--- src/rtl/instruction_decode_stage.sv ---
// One-entry registered decode stage between fetch and the controller/register file.
// Holds a 16-bit instruction under valid/ready and decodes fields from the held copy.
module instruction_decode_stage #(
  parameter int DATA_W         = 16,
  parameter int HOLD_ON_BADSEL = 1
) (
  input  logic              clk,
  input  logic              rst_n,
  input  logic              flush,
  input  logic              in_valid,
  output logic              in_ready,
  input  logic [15:0]       instr,
  output logic              out_valid,
  input  logic              out_ready,
  input  logic [2:0]        nsel,
  output logic [2:0]        opcode,
  output logic [1:0]        op,
  output logic [1:0]        ALUop,
  output logic [1:0]        shift,
  output logic [DATA_W-1:0] sximm5,
  output logic [DATA_W-1:0] sximm8,
  output logic [2:0]        readnum,
  output logic [2:0]        writenum,
  output logic              nsel_err,
  output logic              state_dbg
);

  // Handshake: a transfer happens on a rising edge where in_valid & in_ready.
  // in_ready is combinational: the slot is free or being drained this cycle,
  // and no flush is pending. The producer holds instr while in_valid & ~in_ready.

  typedef enum logic {
    EMPTY = 1'b0,
    FULL  = 1'b1
  } state_t;

  state_t      state_q;
  state_t      state_d;
  logic        capture;
  logic [15:0] instr_q;
  logic [2:0]  last_num;
  logic [2:0]  sel_num;
  logic        sel_legal;

  always_ff @(posedge clk or negedge rst_n) begin
    if (!rst_n) begin
      state_q <= EMPTY;
    end else begin
      state_q <= state_d;
    end
  end

  always_comb begin
    state_d   = state_q;
    in_ready  = ~flush & ((state_q == EMPTY) | out_ready);
    capture   = in_valid & in_ready;
    out_valid = (state_q == FULL);
    state_dbg = state_q;
    if (flush) begin
      state_d = EMPTY;
    end else if (capture) begin
      state_d = FULL;
    end else if ((state_q == FULL) && out_ready) begin
      state_d = EMPTY;
    end
  end

  // Held instruction survives flush; only a capture or reset changes it.
  always_ff @(posedge clk or negedge rst_n) begin
    if (!rst_n) begin
      instr_q <= 16'h0000;
    end else if (capture) begin
      instr_q <= instr;
    end
  end

  assign opcode = instr_q[15:13];
  assign op     = instr_q[12:11];
  assign ALUop  = instr_q[12:11];
  assign shift  = instr_q[4:3];
  assign sximm5 = {{(DATA_W-5){instr_q[4]}}, instr_q[4:0]};
  assign sximm8 = {{(DATA_W-8){instr_q[7]}}, instr_q[7:0]};

  always_comb begin
    sel_legal = 1'b1;
    sel_num   = 3'd0;
    case (nsel)
      3'b001:  sel_num = instr_q[2:0];
      3'b010:  sel_num = instr_q[7:5];
      3'b100:  sel_num = instr_q[10:8];
      default: sel_legal = 1'b0;
    endcase
  end

  // Explicit hold register replaces the latch the old combinational decoder implied.
  always_ff @(posedge clk or negedge rst_n) begin
    if (!rst_n) begin
      last_num <= 3'd0;
      nsel_err <= 1'b0;
    end else begin
      if (sel_legal) begin
        last_num <= sel_num;
      end
      nsel_err <= out_valid & ~sel_legal;
    end
  end

  always_comb begin
    if (sel_legal) begin
      readnum = sel_num;
    end else if (HOLD_ON_BADSEL != 0) begin
      readnum = last_num;
    end else begin
      readnum = 3'd0;
    end
    writenum = readnum;
  end

endmodule
--- config.mk ---
export PLATFORM = sky130hd
export DESIGN_NAME = instruction_decode_stage
export DESIGN_NICKNAME = d
export VERILOG_FILES = /design/src/rtl/instruction_decode_stage.sv
export SDC_FILE = /design/constraint.sdc
export NUM_CORES = 1
export LEC_CHECK = 0
export CAP_MARGIN = 0
export CORE_ASPECT_RATIO = 1.4
export CORE_MARGIN = 10
export CORE_UTILIZATION = 33
export DETAILED_ROUTE_END_ITERATION = 16
export HOLD_SLACK_MARGIN = 0.02
export PLACE_DENSITY = 0.75
export SYNTH_ARGS = -nofsm -noshare
export SYNTH_HDL_FRONTEND = slang
export SYNTH_SLANG_ARGS = --single-unit
--- constraint.sdc ---
create_clock -name clk -period 1.4 [get_ports clk]
set_input_delay 0.14 -clock clk [delete_from_list [all_inputs] [get_ports clk]]
set_output_delay 0.14 -clock clk [all_outputs]
set_load 0.02 [all_outputs]
==> results of run 1 <==
-- metrics by stage --
step                      util [%]  instances  TNS, ps  area [um^2]
after floorplan                  -        109    -1780         1250
after global placement        49.3        191    -7290         1800
after detailed placement      49.3        191    -7720         1800
after CTS                     50.8        196     -425         1850
after global routing          53.3        199     -931         1940
final                         53.3        199     -144         1940
-- routing by layer --
metal  up-vias  GRT usage (%)
met5         -              0
met2        50           17.8
met1       430           9.91
met4         0           4.69
li1        411              -
met3         6           3.63
-- sequential cells by signal, summed over array words and instances (netlist names) --
| register | flops |
|---|---|
| nsel_err | 1 |
| last_num | 3 |
| out_valid | 1 |
| instr_q | 16 |
-- final timing paths --
kind	slack, ps	end	startpoint	depth (start not counted)
setup / recovery	-50	writenum[1]	instr_q[6]	4
hold / removal	220	last_num[0]	rst_n	2
setup reg to reg	-10	instr_q[5]	out_valid	4
hold reg to reg	510	instr_q[13]	instr_q[13]	1
max in group asynchronous	930	instr_q[4]	rst_n	2
min in group clk	430	last_num[0]	nsel[1]	3
-- synth_stat cells --
library cell,n,area [um^2]
inv_1,3,11.3
buf_8,1,15.0
mux2_2,16,180
nor3b_4,1,18.8
a31oi_1,1,6.26
or3b_4,1,11.3
clkbuf_1,1,3.75
a21oi_1,2,10.0
o221a_2,2,22.5
nor4bb_1,1,10.0
and2b_1,1,7.51
buf_4,45,338
o221ai_1,1,8.76
o21ai_2,1,8.76
nor2_1,7,26.3
dfrtp_1,21,526
nor2b_4,1,13.8
nor4b_1,2,17.5
xnor2_1,1,8.76
-- cell type report --
cell class,instances,share of cell area [%]
Timing Repair Buffer,91,43.4
Sequential cell,21,27.2
Multi-Input combinational cell,38,23.8
Tap cell,42,2.71
Clock buffer,3,2.13
Inverter,3,0.580
Clock inverter,1,0.258
-- cell usage in the layout (no fill, tap or decap), drive strengths merged, types with 3 or more instances in the layout --
master         instances
mux2                  16
clkdlybuf4s50         22
dfrtp                 21
dlymetal6s2s           4
nor2                   7
dlygate4sd2           38
buf                   23
inv                    3
clkbuf                 5
-- report_power, final --
group / switching, mW / total [mW] / internal [mW]
sequential: 0.0752 / 0.785 / 0.710
clock: 0.198 / 0.395 / 0.198
combinational: 0.594 / 1.17 / 0.571
-- cell families (layout without fill, tap and decap cells) --
logic type / count (synthesis) / count (layout) / share of synthesized area (%)
muxes: 16 / 16 / 14.5
buffers and inverters: 50 / 98 / 29.6
xor gates and xnor gates: 1 / 1 / 0.704
and+or+nand+nor: 14 / 14 / 8.45
DFF: 21 / 21 / 42.3
AOI/OAI and AO/OA: 7 / 7 / 4.53
-- repair_timing --
item                       4_1_cts  5_1_grt
setup endpoints to repair       61       27
buffers inserted                 1        3
pin swaps                        4        2
gates resized for setup         87       26
==> key figures, run 1 <==
Synthesis
  – Synth unique cells: 19
  – Syn avg cell area: 11.4 um^2
  – Sequential fraction of the synthesis area: 42.3%
  – Post-Synthesis Cells: 109
  – Mapped cell area: ~0.0012 mm^2
  – Register bit total from synthesis: 21
  – Syn nets: ~130
  – Yosys warnings: 0

Routing
  – WL final: between 3 and 4 mm
  – Wire length on met3: 353 um
  – M1 wire length: around 1.3 mm
  – Routed wl met2: between 1.5 and 2 mm
  – WL per Instance: about 18 um
  – DRT antenna net count: 0
  – Via density: between 4 and 5
  – DR iter-0 viols: 16
  – Highest layer used for signal routing: met4
  – DRC: 0
  – Via count: 897
  – DRT Pass-1 Iters: 2

Floorplanning
  – Die W: roughly 70 um
  – Ports: between 70 and 80
  – Full die area: about 0.0067 mm^2
  – Core footprint: 0.00364 mm^2
  – Starting Density: 34.1%
  – Chip height: between 90 and 100 um
  – Cell Rows: 26

STA
  – Max-Slew Margin vs Limit: about 80%
  – Slew Limit Fails: 0
  – Final WS setup: -53.4 ps
  – Crit path time final: 1450 ps
  – Final Hold Fails: 0
  – RSZ-0062 raised after global routing: yes
  – Period utilization: 104%
  – Final setup violation count: 10
  – Max Fclk: between 600 and 700 MHz
  – Hold Worst Slack: 219 ps
  – Clk_skew: 8.97 ps
  – Worst Max-Slew Pin Slew: about 300 ps

Clocking
  – Total CTS buffers: 3
  – CTS tree: yes
  – Max Root-Sink Buffers: 2
  – H-tree levels: 1
  – Worst-path clk slew: 80 ps
  – Clock root cell: clkbuf_8
  – Cts hold-fix bufs: 0
  – Clk_lat worst skew: 260 ps
  – Clk sinks: 21

Global routing
  – Largest net degree at the start of global routing: 22
  – First-pass GRT wire length: between 5 and 6 mm
  – Vias in the first global route: between 900 and 1000
  – Global Route Usage Sum: between 10% and 20%
  – Global route overflow: 0
  – Antenna violations before repair: 0

Placed design
  – DP Worst Slack: -730 ps
  – Port-buffer cells: 74
  – Routability cong.: just under 0.8
  – Post-DP HPWL: between 2 and 3 mm

Setup path
  – Crit Path Max Fanout: 3
  – CP max stage delay: 390 ps
  – Worst setup EP type: output pin
  – Worst path slowest cell: dfrtp_1
  – Top cell family by delay on the critical path: flip-flops
  – Startpoint types: register
  – Crit path kind: register to output pin
  – Crit-path cells: nor4bb_1, a31oi_1, o221ai_2, buf_4
  – CP Buf/Inv Count: 1
  – Worst endpoint data arrival time: roughly 1300 ps
  – CP Data Required Time: around 1300 ps

Power
  – Power Dens Cells: 1210 mW/mm^2
  – LEAKAGE: roughly 0.95 nW
  – Peak supply drop: around 690 uV
  – Tot Pwr: between 2 and 2.5 mW

Final layout
  – Fillers: around 350
  – Area occupied by multi-input gates: roughly 460 um^2
  – FF+latch area: about 530 um^2
  – Layout cells sized above 1: 37.6%
  – Final net count: 182
  – Area Overhead vs Synth: 56.1%
  – Antenna cells: 0

Job
  – Max-cap violations: 0

Min path
  – Hold Crit Class: primary input to async pin

Status
  – Failing checks: negative setup slack
  – Outcome: finished with violations
No activity file was read; power rests on OpenSTA's default activity.
==> run 2, diff against run 1 <==
- RECOVER_POWER: not set -> 50
==> run 2 against run 1 <==
Net effect:
- the run still ends with negative setup slack left
- largest cell class unchanged
- routed wire length about the same
- highest routed layer unchanged
- critical path depth stayed put
- via count unchanged
- die area is the same
- combinational power barely moved
- worst setup slack worse by 1.1 ps
- largest power group unchanged
- first-iteration DRC count is 13% higher
==> key figures, run 2 (same netlist as run 1, synthesis figures left out) <==
Clocking
  – H-tree levels: 1
  – Total CTS buffers: 3
  – CTS tree: yes
  – Max Root-Sink Buffers: 2
  – Clk_lat worst skew: around 260 ps
  – Clock root cell: clkbuf_8
  – Clk sinks: 21
  – Worst-path clk slew: approximately 80 ps

STA
  – Period utilization: 104%
  – Setup TNS: -821 ps
  – Final WS setup: -54.5 ps
  – Clk_skew: between 8 and 9 ps
  – Crit path time final: roughly 1500 ps
  – Max Fclk: 688 MHz
  – Slew Limit Fails: 0
  – Final Hold Fails: 0
  – RSZ-0062 raised after global routing: yes
  – Worst Max-Slew Pin Slew: around 530 ps
  – Max-Slew Margin vs Limit: 64.9%
  – Final setup violation count: 19

Final layout
  – Fillers: around 350
  – Commonest non-fill, non-tap cell in the layout: dlygate4sd2_1
  – Top reg by flops: instr_q
  – Fin util: 52.1%
  – Layout cells sized above 1: a little under two fifths
  – Biggest regs: instr_q (16), last_num (3)
  – Antenna cells: 0
  – Final net count: between 150 and 200
  – Most frequent cells in the layout: dlygate4sd2_1, clkdlybuf4s50_1, dfrtp_1
  – Largest register FFs: 16
  – Area Overhead vs Synth: 52.5%

Global routing
  – Antenna violations before repair: 0
  – Largest net degree at the start of global routing: 22
  – First-pass GRT wire length: between 5 and 6 mm
  – Global Route Usage Sum: around 10%
  – Vias in the first global route: 984
  – Global route overflow: 0

Power
  – Tot Pwr: 2.32 mW
  – Peak supply drop: between 600 and 700 uV
  – Power Dens Cells: ~1200 mW/mm^2
  – LEAKAGE: 0.902 nW

Routing
  – M1 wire length: around 1.3 mm
  – DRT antenna net count: 0
  – Wire length on met3: around 350 um
  – Routed wl met2: around 1.8 mm
  – WL final: 3.56 mm
  – DRT Pass-1 Iters: 2
  – Via count: between 800 and 900
  – Highest layer used for signal routing: met4
  – DR iter-0 viols: 18
  – Via density: roughly 4.5
  – DRC: 0
  – WL per Instance: 17.9 um

Placed design
  – Routability cong.: just under 0.8
  – Port-buffer cells: between 70 and 80
  – Post-DP HPWL: roughly 2.8 mm

Floorplanning
  – Chip height: around 93 um
  – Core footprint: between 0.003 and 0.004 mm^2
  – Die W: 71.9 um
  – Ports: 75
  – Full die area: approximately 0.0067 mm^2
  – Cell Rows: 26
  – Starting Density: about a third

Job
  – Max-cap violations: 0

Setup path
  – Worst endpoint data arrival time: 1590 ps
  – Crit Path Max Fanout: 16
  – Worst setup EP type: register
  – Crit path kind: register to register
  – CP Data Required Time: roughly 1500 ps
  – Startpoint types: register

Min path
  – Hold Crit Class: primary input to async pin

Status
  – Failing checks: negative setup slack
  – Outcome: finished with violations
-- run 2: cell count changes in the layout (fill, tap and decap cells not counted) --
cell,delta
buf_4,-1
clkbuf_1,+4
clkbuf_2,+1
clkdlybuf4s50_1,-1
dlygate4sd3_1,+1
dlymetal6s2s_1,-4
nor2b_1,+1
nor2b_4,-1
-- run 2: routing by layer --
layer	up-vias	global-route usage (%)
met4	0	4.69
met5	-	0
met2	50	17.8
met3	6	3.63
met1	430	9.91
li1	411	-
-- run 2: final timing paths --
path                       slack (ps)   startpoint  depth (start not counted)     endpoint
setup / recovery                  -50    out_valid                          4   instr_q[5]
hold / removal                    380        rst_n                          2  last_num[0]
setup reg to reg                  -50    out_valid                          4   instr_q[5]
hold reg to reg                   520  instr_q[14]                          1  instr_q[14]
max in group asynchronous         630        rst_n                          2   instr_q[4]
min in group clk                  430      nsel[1]                          3  last_num[0]
-- run 2: final cells by class --
class | instances | area (um^2) | share of cell area [%]
multi-input cells | 38 | 454 | 23.9
inverters | 3 | 11.3 | 0.594
clock inverters | 1 | 5.00 | 0.264
clock buffers | 3 | 41.3 | 2.18
flip-flops and latches | 21 | 528 | 27.8
repair buffers | 91 | 805 | 42.4
well taps | 42 | 52.6 | 2.77
-- run 2: report_power, final --
group	internal, mW	switching, mW	leakage, nW
logic	0.547	0.594	0.630
clock network	0.198	0.198	0.0255
registers	0.710	0.0756	0.247
-- run 2: through the flow --
stage	setup WS (ps)	hold slack, ps	instances	area (um^2)
final	-54.5	378	199	1900
after global routing	-113	412	199	1900
after CTS	-74.4	234	196	1850
after detailed placement	-730	498	191	1800
after global placement	-702	492	191	1800
after floorplan	-158	-156	109	1250
-- run 2: worst max-delay path: stages (launching register included) --
cell	delay, ps
dfrtp_2	400
nor2b_1	170
nor3b_4	240
buf_12	210
mux2_4	310
-- run 2: repair_timing --
item	CTS	global route
setup endpoints to repair	61	27
buffers inserted	1	3
resized for setup	87	26
pin swaps	4	2
hold buffers	0	0
==> patch 1: new RTL, flow settings as in run 1 <==
Set the parameter `DATA_W` to 20 (it was 16).
--- a/src/rtl/instruction_decode_stage.sv
+++ b/src/rtl/instruction_decode_stage.sv
@@ -1,7 +1,7 @@
 // One-entry registered decode stage between fetch and the controller/register file.
 // Holds a 16-bit instruction under valid/ready and decodes fields from the held copy.
 module instruction_decode_stage #(
-  parameter int DATA_W         = 16,
+  parameter int DATA_W         = 20,
   parameter int HOLD_ON_BADSEL = 1
 ) (
   input  logic              clk,
Interface: changed (resized sximm5 and sximm8); port bits go from 75 to 83. The function was not compared with the original's and may differ.
==> patch 1 against run 1 <==
  * The run still ends with setup timing left
  * Count of clock-buffer cells in the layout up 1
  * Register-to-register slack worse by 0.04 ns
  * Clock skew down 0.0049 ns
  * Largest cell class unchanged
  * Worst hold slack better by 0.0047 ns
  * Synthesized area up 4.8%
  * Cell area up 5.5%
  * Critical endpoint unchanged
  * Total power up 5.9%
  * Sequential cell count unchanged
  * Setup slack worse by 0.028 ns
  * Wire length up 4.8%
  * Clock power up 3%
  * Global-route usage down 0.23 points
  * Cell count up 5.0%
==> patch 1: results (changes against run 1) <==
* Worst R2R Setup Slack at -0.05 ns (-0.04 ns)
* Worst r2r path cells at 4 (unchanged)
* Status: finished with violations
* Drt pass-1 iters at 3 (+1)
* Top Registers: instr_q x16, last_num x3
* Vias in the first global route at 1013 (+2.9%)
* Clock skew at 0.00405 ns (-0.00492 ns)
* Worst slack, placed at -0.738 ns (-0.00763 ns)
* Sequential share of the synthesized area at 0.403 (-0.0195)
* Clock buffer count from CTS at 3 (unchanged)
* Initial antenna violation count at 0 (unchanged)
* Fraction of registers with async set/reset at 1.00 (unchanged)
* # setup viols final at 20 (+10)
* Cell variety after synth at 19 (unchanged)
* Crit path to: writenum[1]
* Final worst slack at -0.0814 ns (-0.0280 ns)
* CP max stage cell: dfrtp_1
* Port bufs at 82 (+11%)
* Lkg Pwr at 1.01 nW (+5.6%)
* Top sig layer: met4
* # nets final at 191 (+4.9%)
* H-tree depth at 1 (unchanged)
* CTS max path bufs at 2 (unchanged)
* Max transition margin at 0.811 (+0.0145)
* Met2 routed WL at 1.94 mm (+7.9%)
* FF-to-FF Start: out_valid
* Final wirelength at 3.73 mm (+4.8%)
* Met1 WL at 1.21 mm (-6.5%)
* IR drop worst, VDD at 0.000664 V (-4.2%)
* Worst path top cell family by delay: compound AO/OA/AOI/OAI gates
* Synth top area cells: dfrtp_1 40%, buf_4 31%, mux2_2 14%
* Start point of the critical path: instr_q[6]
* Worst path max stage delay at around 0.38 ns
* Total GRT Usage at 0.0977 (-0.00227)
* Met3 GRT Util at 0.0567 (+0.0203)
* HPWL after DPL at 2.90 mm (+4.9%)
* Worst Path Arrival at 1.34 ns (+0.03 ns)
* Vias at 951 (+6.0%)
* Layout cell share with drive strength beyond 1 at 0.343 (-0.0324)
* Syn Nets at 141 (+6.0%)
* Commonest cells post-synth: 53 x buf_4, 21 x dfrtp_1, 16 x mux2_2
* Met3 wire length at 528 microns (+50%)
* Starting DRC count in detailed routing at 29 (+13)
* Pin count of the biggest net entering global routing at 22 (unchanged)
* Root buf cell: clkbuf_8
* Failing checks: setup timing
* M2 GR Usage at 0.183 (+0.00472)
* Met1 Track Usage GR at 0.0846 (-0.0145)
* FF-to-FF End: instr_q[5]
* Crit Path Max Fanout at 3 (unchanged)
* Yosys warns at 0 (unchanged)
* Gp weighted congestion at 0.740 (-5.6%)
* First-pass GRT wire length at 5.38 mm (+1.4%)
[patch 1: cell count changes in the layout (fill, tap and decap cells not counted), moves of 2 or more]
cell,delta
buf_4,-2
a21oi_2,-2
buf_6,+2
dlygate4sd2_1,+11
a21oi_1,+2
[patch 1: repair_timing]
item                       4_1_cts  5_1_grt
buffers inserted                 1        2
setup endpoints to repair       71       26
cloned                           0        1
resized for setup              100       23
pin swaps                        4        2
[patch 1: worst min-delay path by stage]
stage	end	slack [ns]
floorplan	instr_q[0]	-0.16
global placement	instr_q[14]	0.49
finish	last_num[0]	0.22
detailed placement	instr_q[9]	0.50
CTS	instr_q[15]	0.24
global route	instr_q[1]	0.28
[patch 1: logic make-up after synthesis]
| family | after synthesis | synth area share |
|---|---|---|
| flops | 21 | 0.403 |
| compound gates | 7 | 0.0432 |
| mux | 16 | 0.138 |
| buf+inv | 58 | 0.328 |
| xor+xnor | 1 | 0.00672 |
| simple gates | 14 | 0.0806 |
[patch 1: through the flow]
stage                     TNS [ns]  cells  area [sq um]  hold slack [ns]
after floorplan              -1.78    117          1310           -0.156
after global placement       -7.39    201          1890            0.492
after detailed placement     -9.41    201          1890            0.499
after CTS                   -0.451    206          1930            0.237
after global routing         -1.73    209          2050            0.275
final                       -0.722    209          2050            0.224
[patch 1: where the power goes]
group	switching, W	internal (W)	leakage, nW
sequential	0.0000803	0.000710	0.247
combinational	0.000673	0.000617	0.738
clock	0.000202	0.000203	0.0228
total	0.000956	0.00153	1.01
[patch 1: cell type report]
type / instances / area [sq um]
Fill cell: 332 / 1840
Timing Repair Buffer: 100 / 937
Sequential cell: 21 / 528
Multi-Input combinational cell: 38 / 473
Tap cell: 43 / 53.8
Clock buffer: 4 / 45.0
Inverter: 3 / 11.3
==> patch 2: new RTL, settings of run 1 <==
Made on the original files. Make the reset (`rst_n`) synchronous in 3 clocked blocks.
--- a/src/rtl/instruction_decode_stage.sv
+++ b/src/rtl/instruction_decode_stage.sv
@@ -42,7 +42,7 @@
   logic [2:0]  sel_num;
   logic        sel_legal;
 
-  always_ff @(posedge clk or negedge rst_n) begin
+  always_ff @(posedge clk) begin
     if (!rst_n) begin
       state_q <= EMPTY;
     end else begin
@@ -66,7 +66,7 @@
   end
 
   // Held instruction survives flush; only a capture or reset changes it.
-  always_ff @(posedge clk or negedge rst_n) begin
+  always_ff @(posedge clk) begin
     if (!rst_n) begin
       instr_q <= 16'h0000;
     end else if (capture) begin
@@ -93,7 +93,7 @@
   end
 
   // Explicit hold register replaces the latch the old combinational decoder implied.
-  always_ff @(posedge clk or negedge rst_n) begin
+  always_ff @(posedge clk) begin
     if (!rst_n) begin
       last_num <= 3'd0;
       nsel_err <= 1'b0;
Check against the original RTL: differs if rst_n is asserted again (counterexample within 4 cycles, from zero or initial values and one cycle with rst_n low); with rst_n held inactive, the same outputs for 10 cycles.
==> patch 2 against run 1 <==
  * Die area up 2.9%
  * Synthesized area rose by 3.8%
  * Setup slack better by 0.086 ns
  * Worst hold slack improved by 0.18 ns
  * Critical path depth did not move
  * Global-route usage is 0.25 points lower
  * Cell area is 2.2% higher
  * Register-to-register slack better by 0.12 ns
  * Sequential cell count stayed put
  * Fmax increased by 6.3%
  * Wire length fell by 1.3%
  * Critical path type unchanged
  * Critical endpoint unchanged
Power is not compared: it rests on default switching activity, and its combinational part moved more than twofold at a synthesized area within 25%.
==> patch 2: results (changes against run 1) <==
* Status: finished, final reports clean
* Synth top area cells: dfxtp_1 33%, buf_4 27%, mux2i_1 12%
* Worst R2R Setup Slack at 0.11 ns (+0.12 ns)
* Final clock-cell share at 0.0227 (-0.00114)
* Layout cell share with drive strength beyond 1 at 0.250 (-0.126)
* WL per Instance at 14.5 microns (-19%)
* Met1 WL at 1.20 mm (-6.7%)
* Fill cells at 372 (+7.8%)
* Avg Cell Area, Syn at 8.55 sq um (-25%)
* Nonclk buf count at 97 (+6.6%)
* Clock skew at 0.000946 ns (-0.00802 ns)
* Worst slack, placed at -0.719 ns (+0.0116 ns)
* Starting DRC count in detailed routing at 14 (-2)
* First-pass GRT wire length at 5.42 mm (+2.2%)
* Fraction of registers with async set/reset at 0 (-1.00)
* Met3 GRT Util at 0.0413 (+0.00495)
* #MultiIn Comb at 78 (+110%)
* Syn Nets at 175 (+32%)
* Hold Crit Class: input port to flop
* Met1 Track Usage GR at 0.0867 (-0.0124)
* Total GRT Usage at 0.0975 (-0.00252)
* Crit Path Max Fanout at 2 (-1)
* CP max stage cell: dfxtp_4
* # nets final at 225 (+24%)
* Die area at 6850 sq um (+2.9%)
* Cell Area, Placed at 1850 sq um (+3.1%)
* Sequential share of the synthesized area at 0.326 (-0.0970)
* Max transition margin at 0.826 (+0.0286)
* Non-Clock Buffer Area Fraction at 0.453 (+0.0191)
* FF-to-FF End: instr_q[9]
* Commonest cells post-synth: 47 x buf_4, 33 x nand2_1, 21 x dfxtp_1
* Synth Area in XOR/XNOR at 0 (-0.00704)
* Fraction of area in multi-input gates at 0.281 (+0.0428)
* Met3 wire length at 283 microns (-20%)
* Met2 routed WL at 1.98 mm (+10%)
* Worst r2r path cells at 5 (+1)
* M2 GR Usage at 0.187 (+0.00849)
* Post-Route Utilization at 0.535 (+0.00212)
* Register area at 432 sq um (-18%)
* Worst Path Arrival at 1.23 ns (-0.08 ns)
* HPWL after DPL at 2.73 mm (-1.2%)
* Via/cell ratio at 4.44 (-1.5%)
* Pin count of the biggest net entering global routing at 38 (+73%)
* Clock buf count at 4 (+1)
patch 2: metrics by stage:
| step | setup TNS, ns | hold WS, ns |
|---|---|---|
| 6_report | 0 | 0.397 |
| 5_1_grt | -0.109 | 0.404 |
| 4_1_cts | 0 | 0.422 |
| 3_5_place_dp | -6.38 | 0.455 |
| 3_3_place_gp | -6.18 | 0.442 |
| 2_1_floorplan | 0 | 0.216 |
patch 2: worst max-delay path by stage:
| stage | start | endpoint | depth (start not counted) |
|---|---|---|---|
| after detailed placement | nsel[2] | readnum[2] | 5 |
| after global placement | nsel[2] | readnum[1] | 5 |
| after CTS | instr_q[3] | sximm5[3] | 1 |
| final | instr_q[9] | writenum[1] | 4 |
| after global routing | instr_q[9] | writenum[1] | 4 |
| after floorplan | nsel[0] | writenum[0] | 5 |
patch 2: repair_timing:
item,in CTS,in global routing
setup endpoints to repair,44,12
buffers inserted,2,5
gates resized for setup,81,26
pin swaps,5,6
